File: config.mk
export PLATFORM = sky130hd
export DESIGN_NAME = fetch_queue
export DESIGN_NICKNAME = d
export VERILOG_FILES = /design/src/rtl/fetch_queue.sv
export SDC_FILE = /design/constraint.sdc
export NUM_CORES = 1
export LEC_CHECK = 0
export ABC_CLOCK_PERIOD_IN_PS = 3200
export BUFFER_PORTS_ARGS = -buffer_cell sky130_fd_sc_hd__buf_4
export CAP_MARGIN = 20
export CORE_ASPECT_RATIO = 0.5
export CORE_MARGIN = 5
export CORE_UTILIZATION = 52
export CTS_BUF_LIST = sky130_fd_sc_hd__clkbuf_4 sky130_fd_sc_hd__clkbuf_8 sky130_fd_sc_hd__clkbuf_16
export DETAILED_ROUTE_END_ITERATION = 10
export GPL_ROUTABILITY_DRIVEN = 0
export PLACE_DENSITY_LB_ADDON = 0.12
export SLEW_MARGIN = 40
export SYNTH_ARGS = -nofsm -noshare
export SYNTH_HDL_FRONTEND = slang
export SYNTH_SLANG_ARGS = --single-unit
File: constraint.sdc
create_clock -name clk -period 3.2 [get_ports clk]
set_input_delay 0.32 -clock clk [delete_from_list [all_inputs] [get_ports clk]]
set_output_delay 0.32 -clock clk [all_outputs]
set_load 0.02 [all_outputs]
File: src/rtl/fetch_queue.sv
// fetch_queue: fetch PC owner with prefetch FIFO, decode handshake and redirect/fault handling
module fetch_queue #(
  parameter logic [31:0] RESET_PC = 32'h0000_0000,
  parameter int          DEPTH    = 4
) (
  input  logic                       clk,
  input  logic                       rst_n,
  output logic [31:0]                imem_a,
  input  logic [31:0]                imem_rd,
  input  logic                       fetch_en,
  input  logic                       redirect_valid,
  input  logic [31:0]                redirect_pc,
  output logic                       if_valid,
  input  logic                       if_ready,
  output logic [31:0]                if_instr,
  output logic [31:0]                if_pc,
  output logic                       if_fault,
  output logic [$clog2(DEPTH):0]     fq_count
);
  localparam int AW = $clog2(DEPTH);
  localparam int CW = AW + 1;
  localparam logic [31:0] NOP = 32'h0000_0013;

  typedef enum logic [1:0] {RUN, FLT_PUSH, FLT_HOLD} state_t;

  state_t          state_q;
  logic [31:0]     pc_q, pc_d;
  logic [AW-1:0]   wr_q, wr_d, rd_q, rd_d;
  logic [CW-1:0]   cnt_q, cnt_d;
  logic [31:0]     pc_m    [DEPTH];
  logic [31:0]     instr_m [DEPTH];
  logic            flt_m   [DEPTH];
  logic            pop, push, full, push_flt;

  assign imem_a   = pc_q;
  assign fq_count = cnt_q;
  assign if_valid = cnt_q != '0;
  assign if_instr = if_valid ? instr_m[rd_q] : NOP;
  assign if_pc    = if_valid ? pc_m[rd_q] : 32'h0;
  assign if_fault = if_valid & flt_m[rd_q];

  // Next-state for PC, pointers and occupancy; a redirect flushes and overrides everything
  always_comb begin
    pop      = if_valid & if_ready;
    full     = cnt_q == CW'(DEPTH);
    push_flt = state_q == FLT_PUSH;
    push     = !redirect_valid & fetch_en &
               (((state_q == RUN) & (!full | pop)) | (push_flt & !full));
    pc_d     = redirect_valid ? redirect_pc : (push & !push_flt) ? pc_q + 32'd4 : pc_q;
    wr_d     = redirect_valid ? '0 : push ? wr_q + AW'(1) : wr_q;
    rd_d     = redirect_valid ? '0 : pop ? rd_q + AW'(1) : rd_q;
    cnt_d    = redirect_valid ? '0 : cnt_q + CW'(push) - CW'(pop);
  end

  // Fetch control FSM: misaligned redirect pushes one fault marker, then parks until an aligned redirect
  always_ff @(posedge clk) begin
    if (!rst_n) state_q <= RUN;
    else if (redirect_valid) state_q <= (redirect_pc[1:0] != 2'b00) ? FLT_PUSH : RUN;
    else if (push_flt && push) state_q <= FLT_HOLD;
  end

  // PC, pointer and count registers
  always_ff @(posedge clk) begin
    if (!rst_n) begin
      pc_q  <= RESET_PC;
      wr_q  <= '0;
      rd_q  <= '0;
      cnt_q <= '0;
    end else begin
      pc_q  <= pc_d;
      wr_q  <= wr_d;
      rd_q  <= rd_d;
      cnt_q <= cnt_d;
    end
  end

  // FIFO storage; fault markers carry a NOP so decode never sees stale memory data
  always_ff @(posedge clk) begin
    if (rst_n && push) begin
      pc_m[wr_q]    <= pc_q;
      instr_m[wr_q] <= push_flt ? NOP : imem_rd;
      flt_m[wr_q]   <= push_flt;
    end
  end
endmodule

# Yosys cells after proc, flatten, opt, wreduce, memory -nomap -nowiden
# Memories as Yosys holds them, arrays and structs flattened. A register that Yosys moved wholly into a read port is not among the register bits.
# Cells that the tools add are included.
# totals
ram_bits	260
n_memories	3
regBits	41
out_inout_bits	101
# mem_list
memory	words	word_bits	rd	rd_ports_with_merged_regs	wr	line_no	text
instr_m	4	32	1	1	1	31	logic [31:0] instr_m [DEPTH];
pc_m	4	32	1	1	1	30	logic [31:0] pc_m [DEPTH];
flt_m	4	1	1	1	1	32	logic flt_m [DEPTH];
# op_classes
muxes	16
n_addsub	5
n_eq_ne	2
bitwise	10
n_reduce_logical	11
# ops
op	count
$mux 32	5
$add 32x3->32 const B	1
$mux 2	8
$and 1x1->1	7
$reduce_bool 2->1	3
$add 2x1->2 const B	2
$add 3x1->3	1
$eq 3x3->1 const B	1
$logic_not 1->1	3
$mux 1	3
$reduce_bool 3->1	1
$sub 3x1->3	1
$eq 2x1->1 const B	1
$logic_and 1x1->1	2
$logic_not 2->1	1
$or 1x1->1	2
$reduce_or 2->1	1
$not 1->1	1

# Depth between registers and ports, before layout
# depth
word_depth	9
ltp_mapped	12
ltp_nobuf	11

# Least setup slack after synthesis
# Ideal clock, no wire load.
# synth_timing
path_type	flip-flop to flip-flop
from	register state_q[1]
to	memory flt_m[1], enable pin
period_less_slack_ns	3.309
path_slack_ns	-0.109
arrival_ns	2.878
path_stages_with_launch	4
required_ns	2.770
path_cell_list	dfxtp_1 -> or3b_2 -> a31oi_1 -> and3_1
# synth_between
elab_chain_len	7
# synth_rtl
item	line_no	text
from (decl)	26	state_t state_q;
from (signal assigned)	58	else if (redirect_valid) state_q <= (redirect_pc[1:0] != 2'b00) ? FLT_PUSH : RUN;
$eq 2x1->1 / $logic_not 2->1 (equally long branches)	46, 48	
$and 1x1->1	48	(((state_q == RUN) & (!full | pop)) | (push_flt & !full));
$or 1x1->1 (*)	48	
$and 1x1->1 (*)	47	push = !redirect_valid & fetch_en &
$logic_and 1x1->1 (*)	79	if (rst_n && push) begin
$mux 1 (*)	79	
$mux 1 (not written as such) (*)	82	flt_m[wr_q] <= push_flt;
to (decl)	32	
# Every way passes the cells marked *; elsewhere a longest branch is shown, timed or not.

==> results.md <==
- Max-Cap Viols: 0
- Net count after synthesis: 822
- GR Util met2: 34.6%
- Warning count from the yosys run: 0
- Post-cts resize count: 0
- Leading cell type in the layout, fill and taps excluded: sky130_fd_sc_hd__edfxtp_1
- Setup repair after global routing missed its margin: no
- Type of element launching the critical path: flip-flop
- Worst slack, placed: 0.532 ns
- IO Pins: 170
- Via count of the first global-routing pass: 7563
- Setup tns final: 0 ns
- Fraction of layout instances using a drive strength above 1: 33.6%
- Count of mapped cells out of synthesis: 745
- Adder and majority cell fraction of the synthesized area: 0.866%
- Fmax achieved: 364 MHz
- Kind of cell with the highest combined delay on the critical path: flip-flops
- Sequential area share after synthesis: 69.8%
- Worst-path clk slew: 0.07 ns
- Post-synth top area cell: sky130_fd_sc_hd__edfxtp_1
- Largest fanout on the critical path: 18
- Reg2reg end: imem_a[18]$_SDFFE_PN0P_
- Share of synthesized cell area in and, or, nand and nor gates: 10.8%
- Antenna viol nets, final: 0
- Synth-to-layout area growth: 21.8%
- Row count: 40
- Routing usage on met1: 30.2%
- H-tree levels: 1
- Setup Fix Bufs, Post-CTS: 0
- Power per Cell Area: 559 nW/um^2
- Global routing's busiest layer: met2
- Global-route wire length before repair: 44900 microns
- Core outline area: 23800 sq um
- Instance area at placement: 14200 sq um
- Cell Chain, Critical Path: buf_4 > mux4_2 > or2_2 > buf_4
- Slew at the pin closest to its max-slew limit: 0.814 ns
- Number of synthesized flops with an enable pin: 260
- Critical path buffers and inverters: 2
- Top library cells by usage in the layout, fill and taps aside: 260 x sky130_fd_sc_hd__edfxtp_1, 180 x sky130_fd_sc_hd__buf_4, 92 x sky130_fd_sc_hd__and2_1
- Arrival @ worst endpoint: 2.42 ns
- Total Wirelength: 28600 microns
- Layout Cell Area excl Fill: 15100 sq um
- Later-pin clock latency in the skew report: 0.54 ns
- Slowest cell on the critical path: sky130_fd_sc_hd__dfxtp_4
- Category of the critical setup timing path: flip-flop to output pin
- Hold path cells: 3
- Min setup slack post-route: 0.455 ns
- Total GRT Usage: 21.0%
- Largest stage delay on the critical path: 0.60 ns
- Post-synthesis cell area: 12400 sq um
- Worst min-delay path category: primary input to flip-flop
- Final period demand of the worst path: 2.74 ns
- Setup clock skew after layout: 0.0160 ns
- Register-to-Register Setup Slack: 0.64 ns
- Proportion of register bits with asynchronous set or reset after synthesis: 0%
- CTS Hold Bufs: 0
- Count of vias placed by the detailed router: 7309
- Post-Synthesis Mean Instance Area: 16.7 sq um
- Worst supply voltage drop on vdd: 0.000318 V
- Overall die height: 119 microns
- Most used DFF post-synth: sky130_fd_sc_hd__edfxtp_1
- Largest buffer count on any clock path: 3
- Full die area: 27300 sq um
- Largest net degree at the start of global routing: 65
- Distinct cell type count of the synthesized netlist: 45
- Wire length per cell: 22.8 microns
- Xor-xnor portion of the synthesized cell area: 0.987%
- Estimated wirelength of the detail-placed design: 17800 microns
- Initial antenna violation count: 0
- Total of buffers placed on input and output ports: 169
- CTS tree: built
- Final max-slew violation count: 0
- Crit path capture type: output pin
- Register area: 8680 sq um
- Initial core utilization: 52.3%
- Biggest area contributors in the synthesized netlist: sky130_fd_sc_hd__edfxtp_1 63%, sky130_fd_sc_hd__mux4_2 12%, sky130_fd_sc_hd__dfxtp_1 6.9%
- Final #Nets: 999
- Fraction of synthesized area in multiplexers: 12.1%
- Post-synth top area share: 62.8%
- Overflow left after global routing: 0
- Final worst path period share: 85.8%
- Leakage Power: 5.21 nW
- Number of synthesized register bits: 303
- Number of sinks handled by clock tree synthesis: 303
- CP required: 2.88 ns
- DRC: 0
- Layout filler cell count: 1754
- Clock Tree Root: sky130_fd_sc_hd__clkbuf_16
- Crit path to: if_instr[1]
- Detailed-route vias per instance: 5.82
- Reg2Reg Launch Point: imem_a[3]$_SDFFE_PN0P_
- Post-layout utilization of the core: 63.7%
- CTS Buf Count: 27
- Final Hold Viols: 0
- Combinational family with the most area after synthesis: multiplexers
- Count of TritonRoute iterations in the first routing pass: 5
- Run status: complete, no violations
- Max_slew headroom: 45.6%
- Most frequent CP cell: sky130_fd_sc_hd__buf_4
- Multi-input gate area in the final layout: 3560 sq um
- Logic depth of the worst path, buffers included: 4
- Fraction of the mapped netlist area in compound gates: 3.70%
- Detailed router's first-iteration violation count: 700
- R2R depth: 5
- Die boundary width: 229 microns
- Met3 routing resource usage after global routing: 4.03%
- Setup-failing EPs final: 0
- # diodes: 0
## kinds of logic (layout without fill, tap and decap cells)
kind of cell             after synthesis  after routing
AO/OA/AOI/OAI                         73             73
multiplexers                          69             69
buffers and inverters                 54            250
adder cells (fa/ha/maj)                8              8
flip-flops                           303            303
AND/OR/NAND/NOR                      224            224
XOR/XNOR                              14             14
## Yosys cell counts (all sizes together), types with 2 or more instances
cell and instances:
a311oi 5, or4b 3, dfxtp 43, xor2 4, mux4 65, and4 2
clkbuf 32, o31ai 9, nor4 6, nand2 12, and2 92, mux2i 4
nand4 12, o21ai 27, nand3 17, buf 11, nor2 24, a211oi 4
nor4b 3, or3 9, or3b 2, a21oi 8, nand2b 7, or4 13
xnor2 10, inv 11, o211ai 4, edfxtp 260, nor3b 2, or2 4
and3 9, nor3 4, ha 7, nor2b 2, a31oi 12
## worst min path at each step
stage,startpoint,end,slack [ns]
2_1_floorplan,redirect_pc[0],imem_a[0]$_SDFFE_PN0P_,0.47
3_3_place_gp,rd_q[1]$_SDFFE_PP0N_,flip-flop,0.50
3_5_place_dp,rd_q[1]$_SDFFE_PP0N_,flip-flop,0.52
4_1_cts,redirect_pc[1],imem_a[1]$_SDFFE_PN0P_,0.01
5_1_grt,redirect_pc[1],imem_a[1]$_SDFFE_PN0P_,0.02
6_report,redirect_pc[0],imem_a[0]$_SDFFE_PN0P_,0.03
## tightest hold or removal path: cells and delay by family
family	cells	cell delay [ns]
AND/OR/NAND/NOR	1	0.07
buffers and inverters	1	0.08
multiplexers	1	0.06
## per-stage QoR
stage / total power, mW / instances / hold slack, ns
floorplan: 4.91 / 745 / 0.467
global placement: 5.24 / 1208 / 0.498
detailed placement: 5.26 / 1208 / 0.516
CTS: 8.52 / 1256 / 0.0128
global route: 8.77 / 1256 / 0.0229
finish: 8.45 / 1256 / 0.0301
## power breakdown
group,switching (mW),internal (mW),leakage [nW]
logic,0.388,0.314,2.02
registers,0.0966,4.37,2.74
clock network,1.43,1.85,0.441
## state kept, by name, summed over array words and instances, names as in the netlist, named ones only
register,flops
rd_q,2
flt_m,4
wr_q,2
instr_m,128
pc_m,128
fq_count,3
state_q,2
imem_a,32
## layout make-up
class | instances | share of cell area, %
timing repair buffer | 191 | 10.4
inverter | 11 | 0.273
clock inverter | 18 | 1.13
clock buffer | 30 | 4.74
sequential | 303 | 57.3
multi-input combinational | 388 | 23.5
tap | 315 | 2.60
## per-layer routing
metal | part of all wire, % | wire length [microns]
met1 | 44 | 12700
met2 | 49 | 14000
met3 | 5.1 | 1450
met4 | 1.7 | 482
met5 | 0 | 0
No activity file was read; power rests on OpenSTA's default activity.
